**config.mk**
```make
export PLATFORM = sky130hd
export DESIGN_NAME = uart_cmd_parser
export DESIGN_NICKNAME = d
export VERILOG_FILES = /design/src/rtl/uart_cmd_parser.sv
export SDC_FILE = /design/constraint.sdc
export NUM_CORES = 1
export LEC_CHECK = 0
export ABC_CLOCK_PERIOD_IN_PS = 9400
export CAP_MARGIN = 30
export CELL_PAD_IN_SITES_DETAIL_PLACEMENT = 0
export CELL_PAD_IN_SITES_GLOBAL_PLACEMENT = 2
export CORE_MARGIN = 2
export CORE_UTILIZATION = 25
export CTS_CLUSTER_SIZE = 16
export DETAILED_ROUTE_END_ITERATION = 10
export DONT_BUFFER_PORTS = 1
export MAX_ROUTING_LAYER = met4
export PLACE_DENSITY_LB_ADDON = 0.1
export SYNTH_ARGS = -nofsm -noshare
export SYNTH_HDL_FRONTEND = slang
export SYNTH_SLANG_ARGS = --single-unit
export TNS_END_PERCENT = 30
```
**constraint.sdc**
```tcl
create_clock -name clk -period 9.4 [get_ports clk]
set_input_delay 0.94 -clock clk [delete_from_list [all_inputs] [get_ports clk]]
set_output_delay 0.94 -clock clk [all_outputs]
set_load 0.01 [all_outputs]
```
**src/rtl/uart_cmd_parser.sv**
```systemverilog
// uart_cmd_parser: turns the UART byte stream into command frames
// (LEN_H, LEN_L, CMD, LEN payload bytes; LEN big-endian). It drives the SD
// command strobes and sector-address register, streams CMD 0x01 payload into
// the TX FIFO, and aborts a partial frame after an inter-byte gap.
// Handshake: a byte is consumed on every clk edge where rx_valid is high;
// there is no back-pressure toward the receiver. fifo_wr_en is a one-cycle
// write strobe and fifo_full is sampled with the byte that would be written.
module uart_cmd_parser #(
    parameter int TIMEOUT_CYC = 500000,
    parameter int CNT_W       = $clog2(TIMEOUT_CYC)
) (
    input  logic        clk,
    input  logic        rst,
    input  logic [7:0]  rx_data,
    input  logic        rx_valid,
    input  logic        fifo_full,
    output logic        fifo_wr_en,
    output logic [7:0]  fifo_wr_data,
    output logic        cmd_init_sd,
    output logic        cmd_read_sd,
    output logic        cmd_write_sd,
    output logic [31:0] sec_addr,
    output logic        frame_done,
    output logic        frame_err,
    output logic [2:0]  err_code,
    output logic        busy,
    output logic [1:0]  state_dbg
);

    typedef enum logic [1:0] {
        S_LEN_H = 2'd0,
        S_LEN_L = 2'd1,
        S_CMD   = 2'd2,
        S_PAY   = 2'd3
    } state_t;

    state_t      state_q, state_d;
    logic [15:0] len_q, len_d;
    logic [7:0]  cmd_q, cmd_d;
    logic [15:0] pay_cnt_q, pay_cnt_d;
    logic [CNT_W-1:0] cnt_q, cnt_d;
    logic        ovf_q, ovf_d;
    logic [31:0] hold_q, hold_d;
    logic [31:0] sec_q, sec_d;
    logic [2:0]  code_q, code_d;
    logic        wr_en_q, wr_en_d;
    logic [7:0]  wr_data_q, wr_data_d;
    logic        init_q, init_d, read_q, read_d, write_q, write_d;
    logic        done_q, done_d, err_q, err_d;
    logic        fin;
    logic [7:0]  fin_cmd;

    // State, frame bookkeeping and registered output strobes.
    always_ff @(posedge clk or posedge rst) begin
        if (rst) begin
            state_q   <= S_LEN_H;
            len_q     <= '0;
            cmd_q     <= '0;
            pay_cnt_q <= '0;
            cnt_q     <= '0;
            ovf_q     <= 1'b0;
            hold_q    <= '0;
            sec_q     <= '0;
            code_q    <= '0;
            wr_en_q   <= 1'b0;
            wr_data_q <= '0;
            init_q    <= 1'b0;
            read_q    <= 1'b0;
            write_q   <= 1'b0;
            done_q    <= 1'b0;
            err_q     <= 1'b0;
        end else begin
            state_q   <= state_d;
            len_q     <= len_d;
            cmd_q     <= cmd_d;
            pay_cnt_q <= pay_cnt_d;
            cnt_q     <= cnt_d;
            ovf_q     <= ovf_d;
            hold_q    <= hold_d;
            sec_q     <= sec_d;
            code_q    <= code_d;
            wr_en_q   <= wr_en_d;
            wr_data_q <= wr_data_d;
            init_q    <= init_d;
            read_q    <= read_d;
            write_q   <= write_d;
            done_q    <= done_d;
            err_q     <= err_d;
        end
    end

    // Next-state: byte parsing, payload routing, frame completion, timeout.
    always_comb begin
        state_d   = state_q;
        len_d     = len_q;
        cmd_d     = cmd_q;
        pay_cnt_d = pay_cnt_q;
        ovf_d     = ovf_q;
        hold_d    = hold_q;
        sec_d     = sec_q;
        code_d    = code_q;
        wr_en_d   = 1'b0;
        wr_data_d = wr_data_q;
        init_d    = 1'b0;
        read_d    = 1'b0;
        write_d   = 1'b0;
        done_d    = 1'b0;
        err_d     = 1'b0;
        fin       = 1'b0;
        fin_cmd   = cmd_q;
        cnt_d     = (rx_valid || state_q == S_LEN_H) ? '0 : cnt_q + CNT_W'(1);

        case (state_q)
            S_LEN_H: if (rx_valid) begin
                len_d[15:8] = rx_data;
                state_d     = S_LEN_L;
            end
            S_LEN_L: if (rx_valid) begin
                len_d[7:0] = rx_data;
                ovf_d      = 1'b0;   // fresh frame: no dropped bytes yet
                hold_d     = '0;
                state_d    = S_CMD;
            end
            S_CMD: if (rx_valid) begin
                cmd_d   = rx_data;
                fin_cmd = rx_data;   // zero-length frame completes on CMD
                if (len_q == 16'd0) begin
                    fin     = 1'b1;
                    state_d = S_LEN_H;
                end else begin
                    pay_cnt_d = len_q;
                    state_d   = S_PAY;
                end
            end
            S_PAY: if (rx_valid) begin
                pay_cnt_d = pay_cnt_q - 16'd1;
                if (cmd_q == 8'h01) begin
                    if (fifo_full) begin
                        ovf_d = 1'b1;
                    end else begin
                        wr_en_d   = 1'b1;
                        wr_data_d = rx_data;
                    end
                end
                if (cmd_q == 8'h05) begin
                    hold_d = {hold_q[23:0], rx_data};
                end
                if (pay_cnt_q == 16'd1) begin
                    fin     = 1'b1;
                    state_d = S_LEN_H;
                end
            end
            default: state_d = S_LEN_H;
        endcase

        // Completion uses the _d views so the final byte is included.
        if (fin) begin
            case (fin_cmd)
                8'h01: begin
                    if (ovf_d) begin
                        err_d  = 1'b1;
                        code_d = 3'd4;
                    end else begin
                        done_d = 1'b1;
                    end
                end
                8'h02: begin init_d  = 1'b1; done_d = 1'b1; end
                8'h03: begin read_d  = 1'b1; done_d = 1'b1; end
                8'h04: begin write_d = 1'b1; done_d = 1'b1; end
                8'h05: begin
                    if (len_q == 16'd4) begin
                        sec_d  = hold_d;
                        done_d = 1'b1;
                    end else begin
                        err_d  = 1'b1;
                        code_d = 3'd2;
                    end
                end
                default: begin
                    err_d  = 1'b1;
                    code_d = 3'd1;
                end
            endcase
        end

        // Inter-byte gap expired; a byte arriving on the same edge wins.
        if (!rx_valid && state_q != S_LEN_H && cnt_q == CNT_W'(TIMEOUT_CYC - 1)) begin
            state_d = S_LEN_H;
            err_d   = 1'b1;
            code_d  = 3'd3;
            cnt_d   = '0;
        end
    end

    assign fifo_wr_en   = wr_en_q;
    assign fifo_wr_data = wr_data_q;
    assign cmd_init_sd  = init_q;
    assign cmd_read_sd  = read_q;
    assign cmd_write_sd = write_q;
    assign sec_addr     = sec_q;
    assign frame_done   = done_q;
    assign frame_err    = err_q;
    assign err_code     = code_q;
    assign busy         = (state_q != S_LEN_H);
    assign state_dbg    = state_q;

endmodule

```
Word level (Yosys, flattened, before mapping)
Index checks and enable logic that the tools add are counted.
{"block": "totals", "ff_bits": 143, "latch_bits": 0, "ramBits": 0, "mem_bits_ro": 0, "inputBits": 12, "output_inout_bits": 52, "elab_cells": 115, "mem_count": 0}
{"block": "classes", "add_sub_neg": 2, "mul": 0, "div_mod_pow": 0, "n_lt_le_gt_ge": 0, "n_eq_ne": 24, "n_shift": 0, "mux": 54, "n_bitwise": 1, "n_reduce_logical": 17}
{"operator": "$mux 32", "n": 3}
{"operator": "$pmux 32 s2", "n": 1}
{"operator": "$mux 16", "n": 3}
{"operator": "$mux 19", "n": 2}
{"operator": "$pmux 16 s2", "n": 1}
{"operator": "$mux 1", "n": 25}
{"operator": "$eq 8x3->1 const B", "n": 3}
{"operator": "$add 19x1->19 const B", "n": 1}
{"operator": "$eq 19x19->1 const B", "n": 1}
{"operator": "$ne 3x3->1 const B", "n": 6}
{"operator": "$eq 16x1->1 const B", "n": 1}
{"operator": "$eq 16x3->1 const B", "n": 1}
{"operator": "$eq 8x1->1 const B", "n": 2}
{"operator": "$eq 8x2->1 const B", "n": 2}
{"operator": "$logic_not 16->1", "n": 1}
{"operator": "$mux 8", "n": 2}
{"operator": "$sub 16x1->16 const B", "n": 1}
{"operator": "$mux 2", "n": 7}
{"operator": "$mux 3", "n": 4}
{"operator": "$reduce_and 4->1", "n": 3}
{"operator": "$pmux 3 s3", "n": 1}
{"operator": "$pmux 2 s4", "n": 1}
{"operator": "$ne 2x2->1 const B", "n": 3}
{"operator": "$pmux 1 s3", "n": 2}
{"operator": "15 further kinds", "n": 21}

Logic depth before layout (Yosys ltp)
{"block": "depth", "ltp_word": 8, "mapped_depth": 10, "mapped_depth_nobuf": 8}

Least setup slack after synthesis
Ideal clock, no wire load.
{"block": "synth_timing", "path_kind": "input-to-reg", "start": "input port rx_data[4]", "end": "register sec_q[0], in the netlist sec_addr[0]", "setup_ns": 0.125, "arrival_ns": 2.919, "required_ns": 9.275, "slack_ns": 6.356, "path_stages": 8, "n_path_buf": 2, "cell_sequence": "or4_4 nor2_4 o2111ai_2 o21bai_4 or4_4 buf_6 buf_12 mux2_4"}
{"block": "synth_between", "elab_chain_len": 4}
{"element": "from (decl)", "line_no": "14", "rtl": "input logic [7:0] rx_data,"}
{"element": "$mux 8"}
{"element": "$mux 8", "line_no": "113", "rtl": "case (state_q)"}
{"element": "$eq 8x3->1", "line_no": "158", "rtl": "case (fin_cmd)"}
{"element": "$reduce_and 3->1 (no source line)"}
{"element": "to (signal assigned)", "line_no": "63", "rtl": "sec_q <= '0;"}
{"element": "to (signal assigned)", "line_no": "80", "rtl": "sec_q <= sec_d;"}
{"element": "to (decl)", "line_no": "44", "rtl": "logic [31:0] sec_q, sec_d;"}
No other way between the ends.
A chain may end at the register's enable or synchronous reset.

Worst setup path after layout
{"block": "layout_timing", "start": "register state_q[1], in the netlist state_dbg[1]", "end": "register sec_q[0], in the netlist sec_addr[0]"}
{"block": "layout_between", "elab_chain_len": 4, "word_cells_on_any_way": 8, "cone_classes": "eq/ne: 4; mux: 3; reduce/logical: 1"}
{"element": "from (decl)", "line_no": "37", "rtl": "state_t state_q, state_d;"}
{"element": "from (signal assigned)", "line_no": "73", "rtl": "state_q <= state_d;"}
{"element": "$eq 2x2->1", "line_no": "113"}
{"element": "$mux 8", "line_no": "113"}
{"element": "$eq 8x3->1", "line_no": "158"}
{"element": "$reduce_and 3->1 (no source line)"}
Several ways; a longest one is shown, not always the timed one.

==> results.md <==
- Area leader, netlist: dfrtp_1
- Clk sinks: 143
- Reg clk slew, reported paths: 60 ps
- Pint: around 1.3 mW
- Worst setup EP type: flop
- Netlist cell types: slightly below 60
- Vias per cell: 4.60
- Sw Ratio: 0.314
- Worst EP arrival: 3510 ps
- Critical Path RT: 9700 ps
- Cell Chain, Critical Path: and2_1 -> nand2_1 -> nor3_2 -> o21bai_4 -> or4_4 -> mux2_4
- First-pass iteration count of the detailed router: 4
- TritonCTS buffer count: 17
- Root buffer cell: clkbuf_16
- Gr usage total: 0.132
- Outcome: complete, no violations
- Cts hold-fix bufs: 0
- Clk_skew: 12.1 ps
- Share of the synthesized area in the top cell type: 0.544
- Ys flop type: dfrtp_1
- Max-slew violations: 0
- Via count: 4,293
- Lkg Pwr: around 3.3 nW
- Mapped Area: 6580 µm²
- Nets: 601
- Max VDD drop: just over 0.09 mV
- Hold Crit Class: reg2reg
- Die area: 27,600 µm²
- Top Ports: between 60 and 70
- Routed Antenna Nets: 0
- CP startpoint: state_dbg[1]
- Clock power frac: 0.380
- Max-Slew Margin vs Limit: 0.416
- Post-DP HPWL: around 11,000 µm
- WS Path Type: reg2reg
- Post-route DRC: 0
- Ratio of final minimum period to clock period: 0.341
- Initial DRC Count: 197
- Register area share after synthesis: 0.544
- Setup-failing EPs final: 0
- Fmax: 312 MHz
- Final WL: 17,000 µm
- Skew-Pair Late Insertion Delay: approximately 420 ps
- IO buf count: 0
- Top cells by area in the synthesized netlist: dfrtp_1 54%, mux2_4 6.8%, mux2_2 5.3%
- Htree depth: 4
- Synth-to-Final Area Change: 13.3%
- Layout cells sized above 1: 0.194
- CP max FO: 32
- Worst slew pin tran: slightly below 900 ps
- Number of flops mapped to enable cells by yosys: 0
- Reg area: ~3600 µm²
- CP max-delay cell: or4_4
- Die width: 166 µm
- Net count after synthesis: 609
- RePlAce Congestion: 0.723
- Multi-input gate area: between 2000 and 3000 µm²
- Comb pwr share: 0.168
- Initial Utilization: 0.254
- Endpoints failing hold: 0
- Vias in the first global route: ~4.5k
- Post-CTS setup buffer count: 0
- First-pass GRT wire length: around 27,000 µm
- Syn Area/Cell: around 11 µm²
- Post-cts resize count: 0
- TritonCTS clock tree: built
- Slowest cell delay on critical path: 750 ps
- Mapped Cells: 594
- Startpoint Class: flop
- Critical R2R Launch: state_dbg[1]
- Fin crit period: 3200 ps
- Synth Warn #: 0
- Routed len/inst: ~18 µm
- Die H: 166 µm
- Initial antenna violation count: 0
- Row count: a little under 60
- Reg power frac: 0.452
- Seq cells post-synth: between 100 and 150
- Largest net degree at the start of global routing: 92
- PwrDens: 249 nW/µm²
- TNS Setup: 0 ps
- Max Cap Viol: 0
- Hold Crit Start: cnt_q[0]
- Total global routing overflow: 0
- Ys async rst share: 1.00
- Net Sw Power: 582 µW
- CTS max path bufs: 2
- Core area: roughly 26,000 µm²
- Ant diodes: 0
- FILL cells: 2,662
- Power, Total: between 1.5 and 2 mW
- RSZ-0062 raised after global routing: no
## kinds of logic (layout without fill, tap and decap cells)
logic type,count (synthesis),in the layout,share of synthesized area
flops,143,143,0.544
buf+inv,44,49,0.0394
compound gates,99,99,0.0921
xor+xnor,17,17,0.0226
simple gates,224,224,0.170
mux,64,64,0.126
fa+ha+maj,3,3,0.00571
## power groups by stage
stage                     combinational, mW  sequential, mW  clock [mW]
after floorplan                       0.260           0.800           0
after global placement                0.314           0.850           0
after detailed placement              0.317           0.852           0
after CTS                             0.319           0.842       0.728
after global routing                  0.354           0.857       0.754
final                                 0.311           0.839       0.704
## final timing paths
check / cells after the start / slack, ps / endpoint
min in group asynchronous: 1 / 530 / sec_addr[13]
min reg2reg: 1 / 490 / cnt_q[0]
max reg2reg: 6 / 6200 / sec_addr[0]
min: 1 / 490 / cnt_q[0]
max: 6 / 6200 / sec_addr[0]
max in group asynchronous: 2 / 7590 / cnt_q[0]
## placed cells by master (no fill, tap or decap), types with 4 or more instances in the layout
cell / instances
clkbuf_16: 17
nand2_1: 84
and2_1: 4
inv_1: 11
buf_4: 4
nand4_1: 4
dfrtp_1: 143
or3_1: 5
mux2_4: 30
xnor2_1: 6
o21ai_0: 53
nor4b_1: 4
a31oi_1: 4
mux2_2: 31
o22a_1: 6
nand3_1: 11
nor2_1: 60
xor2_1: 11
nor4_1: 12
a21oi_1: 16
and3_1: 5
nor3_1: 13
## cell usage after synthesis (4+ instances only)
master / instances
nor4b_1: 4
or3_1: 5
mux2_2: 31
clkbuf_1: 17
and2_1: 4
nor3_1: 13
a21oi_1: 16
xor2_1: 11
inv_1: 12
a31oi_1: 4
mux2_4: 30
o22a_1: 6
nor2_1: 60
nor4_1: 12
dfrtp_1: 143
nand2_1: 84
nand3_1: 11
nand4_1: 4
and3_1: 6
xnor2_1: 6
o21ai_0: 53
## critical path, delay by kind of cell, from the launching register on
kind / cells / cell delay (ps)
AO/OA/AOI/OAI: 1 / 100
AND/OR/NAND/NOR: 4 / 1940
flip-flops: 1 / 620
multiplexers: 1 / 400
## layer usage
| layer | vias to the layer above | routed length [µm] | GRT usage | share of wire |
|---|---|---|---|---|
| met2 | 58 | 7550 | 0.193 | 0.45 |
| met4 | 0 | 221 | 0.0401 | 0.013 |
| met1 | 2171 | 8250 | 0.173 | 0.49 |
| met3 | 15 | 943 | 0.0415 | 0.056 |
| li1 | 2049 | - | - | - |
| met5 | - | 0 | - | 0 |
## through the flow
step	util	setup WS (ps)	instance area, µm²	hold slack (ps)	std cells
after floorplan	-	4620	6580	455	594
after global placement	0.263	6110	6830	473	901
after detailed placement	0.264	6080	6850	487	902
after CTS	0.288	6160	7450	494	934
after global routing	0.288	5980	7450	516	934
final	0.288	6200	7450	491	934
## registers in the layout, summed over array words and instances, names as in the netlist
register,flops
state_dbg,2
sec_addr,32
fifo_wr_data,8
cmd_init_sd,1
cmd_q,8
cnt_q,19
len_q,16
pay_cnt_q,16
ovf_q,1
cmd_read_sd,1
hold_q,32
cmd_write_sd,1
err_code,3
frame_done,1
frame_err,1
fifo_wr_en,1
## cell type report
class / instances / share of cell area
Sequential cell: 143 / 0.480
Multi-Input combinational cell: 407 / 0.369
Clock buffer: 19 / 0.0594
Tap cell: 335 / 0.0563
Clock inverter: 13 / 0.0218
Timing Repair Buffer: 5 / 0.00672
Inverter: 12 / 0.00672
Note: power is estimated with default switching activity, not from simulation.
